## config.mk

```make
export PLATFORM = sky130hd
export DESIGN_NAME = fifo_stream_reader
export DESIGN_NICKNAME = d
export VERILOG_FILES = /design/src/rtl/fifo_pkg.sv /design/src/rtl/stream_skid_buf_2.sv /design/src/rtl/fifo_stream_reader.sv
export SDC_FILE = /design/constraint.sdc
export NUM_CORES = 1
export LEC_CHECK = 0
export BUFFER_PORTS_ARGS = -buffer_cell sky130_fd_sc_hd__buf_4
export CAP_MARGIN = 20
export CORE_MARGIN = 2
export CORE_UTILIZATION = 55
export CTS_BUF_LIST = sky130_fd_sc_hd__clkbuf_4 sky130_fd_sc_hd__clkbuf_8 sky130_fd_sc_hd__clkbuf_16
export DETAILED_ROUTE_END_ITERATION = 16
export GPL_ROUTABILITY_DRIVEN = 1
export PLACE_DENSITY = 0.84
export SLEW_MARGIN = 20
export SYNTH_ARGS = -nofsm -noshare
export SYNTH_HDL_FRONTEND = slang
export SYNTH_HIERARCHICAL = 1
export SYNTH_SLANG_ARGS = --single-unit
```

## constraint.sdc

```tcl
create_clock -name clk -period 3.4 [get_ports clk]
set_input_delay 0.17 -clock clk [delete_from_list [all_inputs] [get_ports clk]]
set_output_delay 0.17 -clock clk [all_outputs]
set_load 0.05 [all_outputs]
```

## src/rtl/fifo_pkg.sv

```systemverilog
// Shared types and defaults for the FIFO stream reader and its output buffer.
package fifo_pkg;

    localparam int unsigned DefaultDataWidth = 8;

    // Output buffer occupancy; the encoding doubles as the word count.
    typedef enum logic [1:0] {
        EMPTY = 2'd0,
        ONE   = 2'd1,
        TWO   = 2'd2
    } occ_e;

endpackage

```

## src/rtl/stream_skid_buf_2.sv

```systemverilog
// Two-entry in-order word buffer with occupancy FSM; entry 0 is always the oldest word.
module stream_skid_buf_2
    import fifo_pkg::*;
#(
    parameter int unsigned DATA_WIDTH = DefaultDataWidth
) (
    input  logic                  clk,
    input  logic                  rst,
    input  logic                  push,
    input  logic [DATA_WIDTH-1:0] push_data,
    input  logic                  pop,
    output logic                  valid,
    output logic [DATA_WIDTH-1:0] data,
    output logic [1:0]            count
);

    occ_e                  state_q, state_d;
    logic [DATA_WIDTH-1:0] ent0_q, ent0_d;
    logic [DATA_WIDTH-1:0] ent1_q, ent1_d;
    logic                  pop_ok;

    assign pop_ok = pop & (state_q != EMPTY);

    always_comb begin
        state_d = state_q;
        ent0_d  = ent0_q;
        ent1_d  = ent1_q;
        unique case (state_q)
            EMPTY: begin
                if (push) begin
                    ent0_d  = push_data;
                    state_d = ONE;
                end
            end
            ONE: begin
                if (push && pop_ok) begin
                    ent0_d = push_data;
                end else if (push) begin
                    ent1_d  = push_data;
                    state_d = TWO;
                end else if (pop_ok) begin
                    state_d = EMPTY;
                end
            end
            TWO: begin
                // A push without a pop cannot occur here: the reader never over-issues.
                if (pop_ok) begin
                    ent0_d = ent1_q;
                    if (push) begin
                        ent1_d = push_data;
                    end else begin
                        state_d = ONE;
                    end
                end
            end
            default: state_d = EMPTY;
        endcase
    end

    always_ff @(posedge clk) begin
        if (rst) begin
            state_q <= EMPTY;
            ent0_q  <= '0;
            ent1_q  <= '0;
        end else begin
            state_q <= state_d;
            ent0_q  <= ent0_d;
            ent1_q  <= ent1_d;
        end
    end

    assign valid = (state_q != EMPTY);
    assign data  = ent0_q;
    assign count = state_q;

endmodule

```

## src/rtl/fifo_stream_reader.sv

```systemverilog
// Drains a 1-cycle-latency synchronous FIFO into a valid/ready stream with packet framing.
module fifo_stream_reader
    import fifo_pkg::*;
#(
    parameter int unsigned DATA_WIDTH = DefaultDataWidth,
    parameter int unsigned PKT_LEN    = 4
) (
    input  logic                  clk,
    input  logic                  rst,
    input  logic                  en,
    input  logic                  fifo_empty,
    input  logic [DATA_WIDTH-1:0] fifo_data,
    output logic                  fifo_r_en,
    output logic                  m_valid,
    output logic [DATA_WIDTH-1:0] m_data,
    input  logic                  m_ready,
    output logic                  m_last,
    output logic [7:0]            pkt_count
);

    logic                  inflight_q, inflight_d;
    logic [7:0]            beat_q, beat_d;
    logic [7:0]            pkt_count_q, pkt_count_d;

    logic                  buf_valid;
    logic [DATA_WIDTH-1:0] buf_data;
    logic [1:0]            buf_count;
    logic                  pop;
    logic                  beat_last;
    logic [2:0]            occ;

    stream_skid_buf_2 #(
        .DATA_WIDTH (DATA_WIDTH)
    ) u_buf (
        .clk       (clk),
        .rst       (rst),
        .push      (inflight_q),
        .push_data (fifo_data),
        .pop       (pop),
        .valid     (buf_valid),
        .data      (buf_data),
        .count     (buf_count)
    );

    assign m_valid   = buf_valid & ~rst;
    assign m_data    = rst ? '0 : buf_data;
    assign pop       = m_valid & m_ready;
    assign beat_last = (beat_q == 8'(PKT_LEN - 1));
    assign m_last    = m_valid & beat_last;
    assign pkt_count = pkt_count_q;

    // The word leaving this cycle frees its slot, which keeps back-to-back reads going.
    assign occ       = {1'b0, buf_count} + {2'b00, inflight_q} - {2'b00, pop};
    assign fifo_r_en = ~rst & en & ~fifo_empty & (occ < 3'd2);

    always_comb begin
        inflight_d  = fifo_r_en;
        beat_d      = beat_q;
        pkt_count_d = pkt_count_q;
        if (pop) begin
            if (beat_last) begin
                beat_d      = '0;
                pkt_count_d = pkt_count_q + 8'd1;
            end else begin
                beat_d = beat_q + 8'd1;
            end
        end
    end

    always_ff @(posedge clk) begin
        if (rst) begin
            inflight_q  <= 1'b0;
            beat_q      <= '0;
            pkt_count_q <= '0;
        end else begin
            inflight_q  <= inflight_d;
            beat_q      <= beat_d;
            pkt_count_q <= pkt_count_d;
        end
    end

endmodule

```

---- After elaboration in Yosys (flattened, before gate mapping) ----
Cells that the tools add are included.
storage, ports and cells
  flip-flop bits (word level) ............. 35
  output and inout port bits .............. 19
  input port bits ......................... 13
  word-level logic and storage cells ...... 55
operators by class
  muxes and demuxes ....................... 17
  bitwise operators ....................... 9
  reductions and logical operators ........ 9
  magnitude comparators ................... 1
  eq/ne operators ......................... 9
  add/subtract/negate cells ............... 4
operators with widths
  operator                                                                 count
  8-bit 2-to-1 mux                                                         8
  8-bit one-hot mux with 3 select lines                                    1
  8-bit by 1-bit adder with 8-bit output, second input constant            2
  8-bit one-hot mux with 2 select lines                                    1
  2-bit 2-to-1 mux                                                         6
  8-bit by 2-bit equality test with 1-bit output, second input constant    1
  1-bit AND                                                                7
  2-bit inequality test, second input constant                             3
  2-bit one-hot mux with 3 select lines                                    1
  5-bit AND reduction                                                      1
  2-bit by 1-bit inequality test with 1-bit output, second input constant  2
  4-bit AND reduction                                                      1
  2-bit nonzero test                                                       2
  2-bit by 1-bit adder with 3-bit output                                   1
  3-bit by 2-bit < comparator with 1-bit output, second input constant     1
  3-bit by 2-bit inequality test with 1-bit output, second input constant  1
  3-bit AND reduction                                                      1
  3-bit nonzero test                                                       1
  3-bit by 1-bit subtractor with 3-bit output                              1
  2-bit by 1-bit equality test with 1-bit output, second input constant    1
  2-bit equality test, second input constant                               1
  2-bit zero test                                                          1
  1-bit NOT                                                                2
  2-bit AND reduction                                                      1
  1-bit logical AND                                                        1

---- Depth between registers and ports, before layout ----
Gate-level depths: netlist of the first run.
  depth after elaboration ................. 8
  mapped depth ............................ 8
  depth with buffers taken out ............ 8

---- Cells and area by module ----
Netlist of the first run, hierarchy kept.
by module, submodules not included
  module              cells an instance  times used  area each (um^2)  sequential area each (um^2)
  fifo_stream_reader  103                1           939.7             340.3
  stream_skid_buf_2   91                 1           922.1             360.3

---- Worst setup path after synthesis of the first run ----
OpenSTA, ideal clock, no wires.
  path kind ............................... register -> output
  start ................................... register u_buf.state_q[1], in the netlist u_buf/count[1]
  end ..................................... output fifo_r_en
  buffers on the path ..................... 0
  arrival time ............................ 2.915 ns
  path slack .............................. 0.315 ns
  cell stages (with the launch flop) ...... 9
  data required time ...................... 3.230 ns
  path through ............................ dfxtp_1 -> or2_2 -> nand3b_1 -> clkinv_1 -> ha_1 -> nand2b_1 -> fa_1 -> nand4bb_1 -> nor2_1
between the ends
  cells in the longest elaborated chain, start to end .. 6
  elaborated cells on any way between the ends .. 7
  classes of those cells .................. add/sub: 2; order compare: 1; bitwise: 3; reduce/logical: 1
ends and longest elaborated chain
  item                                           RTL line                  RTL
  start, declared                                stream_skid_buf_2.sv:17   occ_e state_q, state_d;
  start signal, assigned                         stream_skid_buf_2.sv:66   state_q <= state_d;
  2-bit nonzero test                             stream_skid_buf_2.sv:72   assign valid = (state_q != EMPTY);
  named net buf_valid                            fifo_stream_reader.sv:25  logic buf_valid;
  1-bit AND                                      fifo_stream_reader.sv:45  assign m_valid = buf_valid & ~rst;
  1-bit AND                                      fifo_stream_reader.sv:47  assign pop = m_valid & m_ready;
  named net pop                                  fifo_stream_reader.sv:28  logic pop;
  3-bit by 1-bit subtractor with 3-bit output    fifo_stream_reader.sv:53  assign occ = {1'b0, buf_count} + {2'b00, inflight_q} - {2'b00, pop};
  3-bit by 2-bit < comparator with 1-bit output  fifo_stream_reader.sv:54  assign fifo_r_en = ~rst & en & ~fifo_empty & (occ < 3'd2);
  1-bit AND                                      fifo_stream_reader.sv:54
  end, declared                                  fifo_stream_reader.sv:13  output logic fifo_r_en,
The timed path passes the listed nets, and every way through them passes these cells.

---- Worst setup path in the final report of the first run ----
Ends and elaborated chain as after synthesis.

==> results.yml, run 1 <==
grt:
  grt_pass1_wl_mm: 5.82
  grt_overflow_total: 0
  grt.total_usage: 0.191
  grt_pass1_vias: 1273
  grt_start_max_net_pins: 57
  antenna_found_initial: 0
routing:
  drtAntennaViolNets: 0
  wl_per_cell_um: 13.0
  avgViaCountPerCell: 5.39
  num_vias: 1451
  first_pass_iters: 4
  drc: 0
  drt-initial-drc-count: 75
  routed_wl_mm: 3.49
synthesis:
  ys_warn_count: 6
  ys_async_sr_fraction: 0
  synth_edf_count: 0
  synthCells: 194
  syn_nets: 211
  yosysUniqueCellTypes: 45
  avgSynthCellArea_um2: 9.60
  synth_area_mm2: 0.00186
  ys_ff_latch: 35
  ys_seq_area_frac: 0.376
  yosysTopAreaCell: "dfxtp_1"
  yosys.area.top_type_share: 0.376
  synthFlopType: "dfxtp_1"
  synth_area_leaders: "dfxtp_1 (38%), mux2i_1 (9.1%), a211oi_1 (6.5%)"
floorplanning:
  io_pins: 32
  die_h_um: 62.2
  start_util: 0.567
  design.core.area_mm2: 0.00328
  rows: 21
  die_w_um: 62.2
  die_area_mm2: 0.00387
pwr:
  leakagePower_nw: 0.845
  power.total_w: 0.000740
  power.density_mw_per_mm2: 344
  ir_drop_mv: 0.198
worst_hold_path:
  hold_class: "primary input to flop"
sta:
  hold-worst-slack_ns: 0.0944
  worst_pin_slew_ns: 0.774
  hold_viol: 0
  setup_viol: 0
  fin_crit_sh: 0.870
  min_period_ns: 2.96
  rsz0062_at_grt: "no"
  fmax_mhz: 338
  slew_headroom: 0.483
  slew_violations: 0
  skew_ns: 0.00654
  tns_ns: 0
worst_setup_path:
  cp.required_ns: 3.23
  cp_data_arrival_time_ns: 2.79
  end_kind: "output port"
  cp-start-kind: "flop"
  crit_fanout: 10
  path_class: "flop to output port"
clock_network:
  postCtsHoldBufs: 0
  cts_buffer_depth: 2
  post_cts_buffers: 0
  ctsResizeCount: 0
  clkSlewWorstSetupHoldPaths_ns: 0.10
  numCtsBuffers: 5
  cts_tree: "yes"
  clkLatencyLatePin_ns: 0.34
  clock-sinks: 35
  cts_root_buffer: "clkbuf_4"
  h-tree-depth: 2
final_layout:
  finalInstanceArea_mm2: 0.00215
  final_cells: 269
  layout-drive-gt1-share: 0.215
  diodes: 0
  nNetsFinal: 240
  areaGrowthSynthToFinish_pct: 15.7
placed_design:
  place_area_mm2: 0.00210
  portBuffers: 31
  gp_congestion: 0.849
  dp_hpwl_mm: 2.39
  placed_cells: 262
outcome:
  status: "finished, final reports clean"
job:
  maxCapViolCount: 0
## metrics by stage
step,util,setup slack (ns)
floorplan,-,0.315
global route,0.656,0.235
global placement,0.638,0.822
CTS,0.656,0.405
finish,0.656,0.443
detailed placement,0.638,0.799
## report_power, final
group	switching, W	internal (W)	leakage [nW]
clock	0.000137	0.0000958	0.0341
combinational	0.0000473	0.0000374	0.528
sequential	0.00000528	0.000418	0.283
## per-layer routing
layer	GRT usage	routed length [um]
met1	0.243	1720
met3	0.0670	155
met2	0.292	1550
met5	0	0
met4	0.0889	64
## cells in the final DEF (no fill, tap or decap), types with 2 or more instances in the layout
master and count:
dfxtp_1 35, buf_4 32, nand2b_1 19, mux2i_1 17, a211oi_1 16, nor2b_1 12, nor2_1 11, nor3_1 10
xnor2_1 9, nand2_1 7, clkbuf_4 5, xor2_1 4, nand4_1 4, nor4_1 3, ha_1 3, inv_1 2
nand3_1 2, nand4b_1 2, o21ai_0 2, a21oi_1 2, and3b_1 2
## cell usage after synthesis (2+ instances only)
| cell type | count |
|---|---|
| nor2_1 | 11 |
| a211oi_1 | 16 |
| nand2b_1 | 19 |
| nor3_1 | 10 |
| inv_1 | 2 |
| a21oi_1 | 2 |
| buf_6 | 3 |
| nor4_1 | 3 |
| clkbuf_1 | 4 |
| nand4_1 | 4 |
| nand4b_1 | 2 |
| mux2i_1 | 17 |
| and3b_1 | 2 |
| nand2_1 | 7 |
| ha_1 | 3 |
| nand3_1 | 2 |
| xnor2_1 | 9 |
| buf_2 | 2 |
| o21ai_0 | 2 |
| nor2b_1 | 12 |
| dfxtp_1 | 35 |
| xor2_1 | 4 |
## critical path, cell delays in order (launching register included)
cell	delay [ns]
dfxtp_1	0.42
or2_2	0.36
nand3b_1	0.21
clkinv_1	0.12
ha_1	0.27
nand2b_1	0.15
fa_1	0.48
nand4bb_1	0.12
nor2_1	0.12
buf_4	0.20
## state kept, by name (all words and copies together), names as in the netlist
register      flops
beat_q            8
pkt_count         8
u_buf/data        8
u_buf/ent1_q      8
u_buf/count       2
inflight_q        1
## final cells by class
class | count | area (um2)
tap | 46 | 57.6
inverter | 3 | 11.3
fill | 290 | 1130
timing repair buffer | 32 | 240
multi-input combinational | 146 | 1090
clock inverter | 1 | 5.00
sequential | 35 | 701
clock buffer | 6 | 51.3
## cells by family after synthesis
group                      count (synthesis)  synth area share
DFF                                       35             0.376
adders and majority gates                  4            0.0309
and+or+nand+nor                           86             0.292
muxes                                     18            0.0995
buffers and inverters                     13            0.0396
AOI/OAI and AO/OA                         25             0.101
xor gates and xnor gates                  13            0.0612
## worst paths after layout
check,startpoint,end,slack (ns),cells after the start
setup / recovery,u_buf/count[1]$_SDFFE_PP0P_,fifo_r_en,0.44,9
hold / removal,fifo_data[6],u_buf/ent1_q[6]$_SDFFE_PP0P_,0.09,3
setup reg to reg,u_buf/count[1]$_SDFFE_PP0P_,u_buf/ent1_q[3]$_SDFFE_PP0P_,0.96,7
hold reg to reg,u_buf/ent1_q[7]$_SDFFE_PP0P_,u_buf/ent1_q[7]$_SDFFE_PP0P_,0.48,2
No activity file was read; power rests on OpenSTA's default activity.
==> run 2, diff against run 1 <==
--- a/config.mk
+++ b/config.mk
@@ -9,7 +9,7 @@
 export CAP_MARGIN = 20
 export CORE_MARGIN = 2
 export CORE_UTILIZATION = 55
-export CTS_BUF_LIST = sky130_fd_sc_hd__clkbuf_4 sky130_fd_sc_hd__clkbuf_8 sky130_fd_sc_hd__clkbuf_16
+export CTS_BUF_LIST = sky130_fd_sc_hd__clkbuf_8
 export DETAILED_ROUTE_END_ITERATION = 16
 export GPL_ROUTABILITY_DRIVEN = 1
 export PLACE_DENSITY = 0.84
==> results.yml, run 2 (synthesis gave the netlist of run 1 again) <==
sta:
  fmax_mhz: 346
  setup_viol: 0
  skew_ns: 0.00670
  rsz0062_at_grt: "no"
  slew_headroom: 0.496
  min_period_ns: 2.89
  worst_pin_slew_ns: 0.755
  fin_crit_sh: 0.851
  hold_viol: 0
  hold-worst-slack_ns: 0.163
  slew_violations: 0
  tns_ns: 0
pwr:
  p_sw_w: 0.000194
  power.total_w: 0.000808
  pwr-share-clk: 0.372
  p_int_w: 0.000614
  ir_drop_mv: 0.284
  leakagePower_nw: 0.858
  pwr-share-comb: 0.104
  power_frac_seq: 0.524
  power.density_mw_per_mm2: 370
  p_sw_frac: 0.240
clock_network:
  ctsResizeCount: 0
  cts_tree: "yes"
  clkSlewWorstSetupHoldPaths_ns: 0.07
  cts_buffer_depth: 2
  post_cts_buffers: 0
  clock-sinks: 35
  cts_root_buffer: "clkbuf_8"
  clkLatencyLatePin_ns: 0.29
  numCtsBuffers: 5
  postCtsHoldBufs: 0
  h-tree-depth: 2
worst_setup_path:
  critPathMaxStageDelay_ns: 0.48
  end_kind: "output port"
  crit_fanout: 10
  cp-start-kind: "flop"
  crit_slowest_cell: "fa_1"
  cp.required_ns: 3.23
  reg2reg_from: "u_buf/count[1]$_SDFFE_PP0P_"
  path_class: "flop to output port"
  cp_data_arrival_time_ns: 2.72
  crit_chain: "or2_2 -> nand3b_1 -> clkinv_1 -> ha_1 -> nand2b_1 -> fa_1 -> nand4bb_1 -> nor2_1 -> buf_4"
  crit_start: "u_buf/count[1]$_SDFFE_PP0P_"
floorplanning:
  design.core.area_mm2: 0.00328
  die_h_um: 62.2
  die_area_mm2: 0.00387
  io_pins: 32
  die_w_um: 62.2
  rows: 21
  start_util: 0.567
grt:
  busiest_layer: "met2"
  grt_pass1_wl_mm: 5.93
  grt.total_usage: 0.195
  grt_util_met2: 0.300
  grt_pass1_vias: 1273
  grt_overflow_total: 0
  grt_use_met3: 0.0707
  grt_start_max_net_pins: 57
  met1_usage: 0.249
  antenna_found_initial: 0
final_layout:
  final_cells: 269
  layout-drive-gt1-share: 0.215
  areaGrowthSynthToFinish_pct: 17.3
  post-route-util: 0.665
  layout_commonest_cell: "dfxtp_1"
  final.fill_count: 290
  nNetsFinal: 240
  diodes: 0
  final_cell_mix: "dfxtp_1 (35), buf_4 (32), nand2b_1 (19)"
routing:
  num_vias: 1459
  drt-initial-drc-count: 125
  avgViaCountPerCell: 5.42
  routed_wl_mm: 3.52
  first_pass_iters: 4
  wl_per_cell_um: 13.1
  drc: 0
  drtAntennaViolNets: 0
placed_design:
  placed_cells: 262
  gp_congestion: 0.849
  dp_hpwl_mm: 2.39
  portBuffers: 31
job:
  maxCapViolCount: 0
outcome:
  status: "finished, final reports clean"
worst_hold_path:
  hold_class: "primary input to flop"
  hold_start: "fifo_data[6]"
-- run 2: cell types whose count changed in the layout (fill, tap and decap cells not counted) --
cell / before / now
clkbuf_4: 5 / 0
clkbuf_8: 1 / 6
-- run 2: metal layers --
layer,part of all wire,wire [um]
met1,0.49,1720
met2,0.45,1570
met3,0.049,171
met4,0.015,52
met5,0,0
-- run 2: layout make-up --
cell class	instances	area [um2]	share of cell area
clock inverters	1	5.00	0.00229
repair buffers	32	240	0.110
clock buffers	6	82.6	0.0378
flip-flops and latches	35	701	0.321
multi-input cells	146	1090	0.498
well taps	46	57.6	0.0263
inverters	3	11.3	0.00515
-- run 2: final timing paths --
path                                        to  cells after the start  slack [ns]
setup / recovery                     fifo_r_en                      9        0.51
hold / removal    u_buf/ent1_q[6]$_SDFFE_PP0P_                      3        0.16
setup reg to reg  u_buf/ent1_q[3]$_SDFFE_PP0P_                      7        0.96
hold reg to reg   u_buf/ent1_q[7]$_SDFFE_PP0P_                      2        0.47
-- run 2: critical path, delay by kind of cell, from the launching register on --
family,cells,cell delay [ns]
buf+inv,2,0.32
simple gates,5,0.96
fa+ha+maj,2,0.75
flops,1,0.41
-- run 2: power groups by stage --
stage / registers (W) / clock network [W] / logic (W)
after floorplan: 0.000431 / 0 / 0.0000605
after global placement: 0.000432 / 0 / 0.0000834
after detailed placement: 0.000433 / 0 / 0.0000843
after CTS: 0.000423 / 0.000308 / 0.0000845
after global routing: 0.000424 / 0.000329 / 0.0000919
final: 0.000423 / 0.000301 / 0.0000843
-- run 2: through the flow --
stage	setup WS, ns	cell area (um2)
after floorplan	0.315	1860
after global placement	0.822	2100
after detailed placement	0.799	2100
after CTS	0.483	2180
after global routing	0.311	2180
final	0.508	2180
